`src/rtl/serial_deser.sv`:
```
// serial_deser: framed serial receiver (start bit, WIDTH data bits, stop bit).
// Rebuilds the parallel word in MSB-first or LSB-first order. The word is
// presented through a one-entry valid/ready buffer. Overrun and framing
// errors are reported as sticky flags.
//
// state  | meaning
// -------+-----------------------------------------------------------
// S_IDLE | line idle, waiting for an en-qualified low (start) sample
// S_DATA | shifting in WIDTH data bits, one per en-qualified sample
// S_STOP | waiting for the stop sample; decides load/overrun/frame error
module serial_deser #(
    parameter int WIDTH = 8
) (
    input  logic             clk,
    input  logic             nrst,
    input  logic             en,
    input  logic             sdata,
    input  logic             msb_first,
    input  logic             ready_i,
    input  logic             clr_i,
    output logic [WIDTH-1:0] data_o,
    output logic             valid_o,
    output logic             busy_o,
    output logic             overrun_o,
    output logic             frame_err_o
);

    localparam int CW = $clog2(WIDTH);

    typedef enum logic [1:0] {
        S_IDLE = 2'd0,
        S_DATA = 2'd1,
        S_STOP = 2'd2
    } state_t;

    state_t           state_q, state_d;
    logic [WIDTH-1:0] shreg_q, shreg_d;
    logic [CW-1:0]    cnt_q, cnt_d;
    logic             order_q, order_d;
    logic [WIDTH-1:0] data_q, data_d;
    logic             valid_q, valid_d;
    logic             ovr_q, ovr_d;
    logic             ferr_q, ferr_d;

    logic             xfer;
    logic             load;
    logic             set_ovr;
    logic             set_ferr;

    // State register and datapath registers with synchronous active-low reset.
    always_ff @(posedge clk) begin
        if (!nrst) begin
            state_q <= S_IDLE;
            shreg_q <= '0;
            cnt_q   <= '0;
            order_q <= 1'b0;
            data_q  <= '0;
            valid_q <= 1'b0;
            ovr_q   <= 1'b0;
            ferr_q  <= 1'b0;
        end else begin
            state_q <= state_d;
            shreg_q <= shreg_d;
            cnt_q   <= cnt_d;
            order_q <= order_d;
            data_q  <= data_d;
            valid_q <= valid_d;
            ovr_q   <= ovr_d;
            ferr_q  <= ferr_d;
        end
    end

    // Next-state, shift, output-buffer and sticky-flag logic.
    always_comb begin
        state_d  = state_q;
        shreg_d  = shreg_q;
        cnt_d    = cnt_q;
        order_d  = order_q;
        data_d   = data_q;
        valid_d  = valid_q;
        ovr_d    = ovr_q;
        ferr_d   = ferr_q;
        load     = 1'b0;
        set_ovr  = 1'b0;
        set_ferr = 1'b0;
        xfer     = valid_q & ready_i;

        case (state_q)
            S_IDLE: begin
                if (en && !sdata) begin
                    state_d = S_DATA;
                    cnt_d   = '0;
                    // Bit order is frozen for the whole frame.
                    order_d = msb_first;
                end
            end
            S_DATA: begin
                if (en) begin
                    if (order_q) begin
                        shreg_d = {shreg_q[WIDTH-2:0], sdata};
                    end else begin
                        shreg_d = {sdata, shreg_q[WIDTH-1:1]};
                    end
                    cnt_d = cnt_q + CW'(1);
                    if (cnt_q == CW'(WIDTH - 1)) begin
                        state_d = S_STOP;
                    end
                end
            end
            S_STOP: begin
                if (en) begin
                    // A low stop bit is never reinterpreted as a start bit.
                    state_d = S_IDLE;
                    if (sdata) begin
                        if (!valid_q || ready_i) begin
                            load = 1'b1;
                        end else begin
                            set_ovr = 1'b1;
                        end
                    end else begin
                        set_ferr = 1'b1;
                    end
                end
            end
            default: begin
                state_d = S_IDLE;
            end
        endcase

        // A load on the same cycle as a transfer keeps valid high with new data.
        if (load) begin
            data_d  = shreg_q;
            valid_d = 1'b1;
        end else if (xfer) begin
            valid_d = 1'b0;
        end

        // Set has priority over clear.
        if (set_ovr) begin
            ovr_d = 1'b1;
        end else if (clr_i) begin
            ovr_d = 1'b0;
        end

        if (set_ferr) begin
            ferr_d = 1'b1;
        end else if (clr_i) begin
            ferr_d = 1'b0;
        end
    end

    assign data_o      = data_q;
    assign valid_o     = valid_q;
    assign busy_o      = (state_q != S_IDLE);
    assign overrun_o   = ovr_q;
    assign frame_err_o = ferr_q;

endmodule

```
`config.mk`:
```
export PLATFORM = sky130hd
export DESIGN_NAME = serial_deser
export DESIGN_NICKNAME = d
export VERILOG_FILES = /design/src/rtl/serial_deser.sv
export SDC_FILE = /design/constraint.sdc
export NUM_CORES = 1
export LEC_CHECK = 0
export CAP_MARGIN = 20
export CELL_PAD_IN_SITES_DETAIL_PLACEMENT = 0
export CELL_PAD_IN_SITES_GLOBAL_PLACEMENT = 2
export CORE_MARGIN = 2
export CORE_UTILIZATION = 29
export DETAILED_ROUTE_END_ITERATION = 7
export HOLD_SLACK_MARGIN = 0.1
export PLACE_DENSITY_LB_ADDON = 0.3
export SETUP_SLACK_MARGIN = 0.05
export SLEW_MARGIN = 0
export SYNTH_ARGS = -nofsm -noshare
export SYNTH_HDL_FRONTEND = slang
export SYNTH_SLANG_ARGS = --single-unit
```
`constraint.sdc`:
```
create_clock -name clk -period 1.2 [get_ports clk]
set_input_delay 0.24 -clock clk [delete_from_list [all_inputs] [get_ports clk]]
set_output_delay 0.24 -clock clk [all_outputs]
set_load 0.005 [all_outputs]
```
==> metrics.txt <==
status finished, violations left; failing checks negative setup slack; worst slew pin tran about 250 ps; post-synthesis sequential area ratio 0.446; Max Freq roughly 780 MHz; Slew HR 0.835; placed cell area approximately 1400 µm²; Residual DRC 0; first-pass GRT wire length around 3500 µm; final instance area 1540 µm²; CP bufs+invs 2; DR iter-0 viols 34; yosys warns 0; ANT nets after route 0; final setup violation count 10; synthesized area per cell 9.93 µm²; Final Max Tran Viols 0; Leak Pwr ~0.7 nW; Routed wire per std cell 11.9 µm; vias in the first global route 766; Setup Total Neg Slack -278 ps; row cnt 22; Hold Vio Cnt, Final 0; Top FF cell, synth dfxtp_1; commonest non-fill, non-tap cells in the layout nand2_1 (22), mux2i_1 (17), dfxtp_2 (13), dlygate4sd2_1 (13), dfxtp_1 (12); Area Growth Syn to Fin 37.1%; RSZ-0062 raised after global routing yes; H-tree Lvls 1; clk_skew ~1.4 ps; hold crit path type reg2reg; HPWL Detailed 1510 µm; via count between 800 and 900; number of synthesized register bits 25; Cell Area, Synth 1120 µm²; commonest non-fill, non-tap cell in the layout nand2_1; CTS tree yes; data required time of the critical path around 960 ps; Cells after Synth between 100 and 150; Die Wd ~66 µm; Pwr Total ~0.0015 W; Overflow after GRT 0; CP max-delay cell dfxtp_2; Yosys cell types 28; initial core utilization 0.304; final wirelength approximately 2200 µm; largest net degree at the start of global routing 25; peak supply drop between 300 and 400 µV; Nets 150; pwr/cell area around 1000 nW/µm²; Synth Net Count approximately 120; total die area around 4400 µm²; Total Routing Usage GR 0.105; WHS 454 ps; Clock Sinks 25; CP peak stage delay about 330 ps; Buffers on Ports 18; EDFF count, synth 0; CTS clk-pin slew, worst paths about 80 ps; Clock Latency Late Sink approximately 270 ps; CP max FO 2; initial antenna violation count 0; WP data arrival between 1000 and 1500 ps; crit path cell chain buf_4 -> or2_4 -> clkbuf_2; Final period util 1.07; GPL Wtd Cong 0.746; CTS Buf Count 3; Max Cap Viol 0; I/O pin cnt 19; Core ar. between 3000 and 4000 µm²; Post-synth ARST share 0; fin worst setup slack -88.5 ps; layout cells sized above 1 0.293; Critical Path Source Type register; WS Path Type reg2out; CP Capture Type primary output; CTS Root Cell clkbuf_8; die extent in y around 66 µm; deepest clock path buffer count 2; top cell family by delay on the critical path flip-flops; Core Util, Final 0.417; # diodes 0; Pre-antenna DRT Iters 2; vias per inst 4.59; min cycle time layout approximately 1300 ps
logic make-up (layout without fill, tap and decap cells):
family                   after synthesis  in the layout  synth area share
adder cells (fa/ha/maj)                2              2            0.0223
buffers and inverters                 11             38            0.0557
AO/OA/AOI/OAI                         16             16             0.125
flip-flops                            25             25             0.446
multiplexers                          18             18             0.162
AND/OR/NAND/NOR                       41             41             0.190
area by class of cell:
type                    instances  area [µm²]
fillers                       379        2150
well taps                      48        60.1
multi-input cells              77         597
repair buffers                 32         313
inverters                       2        7.51
flip-flops and latches         25         517
clock buffers                   4        45.0
tightest hold or removal path, stage by stage, from the launching register on:
cell and delay, ps:
dfxtp_2 320, nand2_1 40, mux2i_1 50
metal layers:
layer / share of wire / track usage / vias up
li1: - / - / 446
met1: 0.52 / 0.148 / 399
met2: 0.42 / 0.155 / 13
met3: 0.035 / 0.0153 / 5
met4: 0.020 / 0.0536 / 0
met5: 0 / 0 / -
power by group:
group / switching [W] / internal (W)
combinational: 0.0000741 / 0.0000990
clock: 0.000259 / 0.000237
sequential: 0.0000189 / 0.000849
path summary, 6_finish.rpt:
| check | start | endpoint | slack [ps] | cells after the start |
|---|---|---|---|---|
| setup / recovery | state_q[0]$_SDFFE_PN0P_ | busy_o | -90 | 3 |
| hold reg to reg | data_o[4]$_SDFFE_PN0P_ | data_o[4]$_SDFFE_PN0P_ | 450 | 2 |
| hold / removal | data_o[4]$_SDFFE_PN0P_ | data_o[4]$_SDFFE_PN0P_ | 450 | 2 |
| setup reg to reg | state_q[0]$_SDFFE_PN0P_ | data_o[3]$_SDFFE_PN0P_ | -40 | 5 |
synth_stat cells, types with 2 or more instances:
master     n  area share
o211a_1    8       0.071
mux2i_1   17        0.15
ha_1       2       0.022
nand4b_1   2       0.016
buf_4      3       0.020
buf_2      2      0.0089
nand2_1   24       0.080
clkbuf_1   3       0.010
a22o_1     2       0.016
and3b_1    2       0.016
dfxtp_1   25        0.45
inv_1      2      0.0067
a21boi_0   2       0.013
nor2b_1    5       0.028
stage by stage:
stage                     setup slack [ps]  std cells
after floorplan                       5.07        113
after global placement                -385        180
after detailed placement              -398        180
after CTS                             -117        187
after global routing                  -143        188
final                                -88.5        188
what timing repair did:
action | CTS | global route
setup buffers | 3 | 3
setup endpoints to repair | 32 | 24
gates resized for setup | 31 | 12
hold buffers | 0 | 0
pin swaps | 2 | 9
sequential cells by signal, indices dropped and copies added, names as in the netlist:
register and cells:
cnt_q 3, data_o 8, frame_err_o 1, order_q 1
overrun_o 1, shreg_q 8, state_q 2, valid_o 1
(Power assumes the default switching activity.)
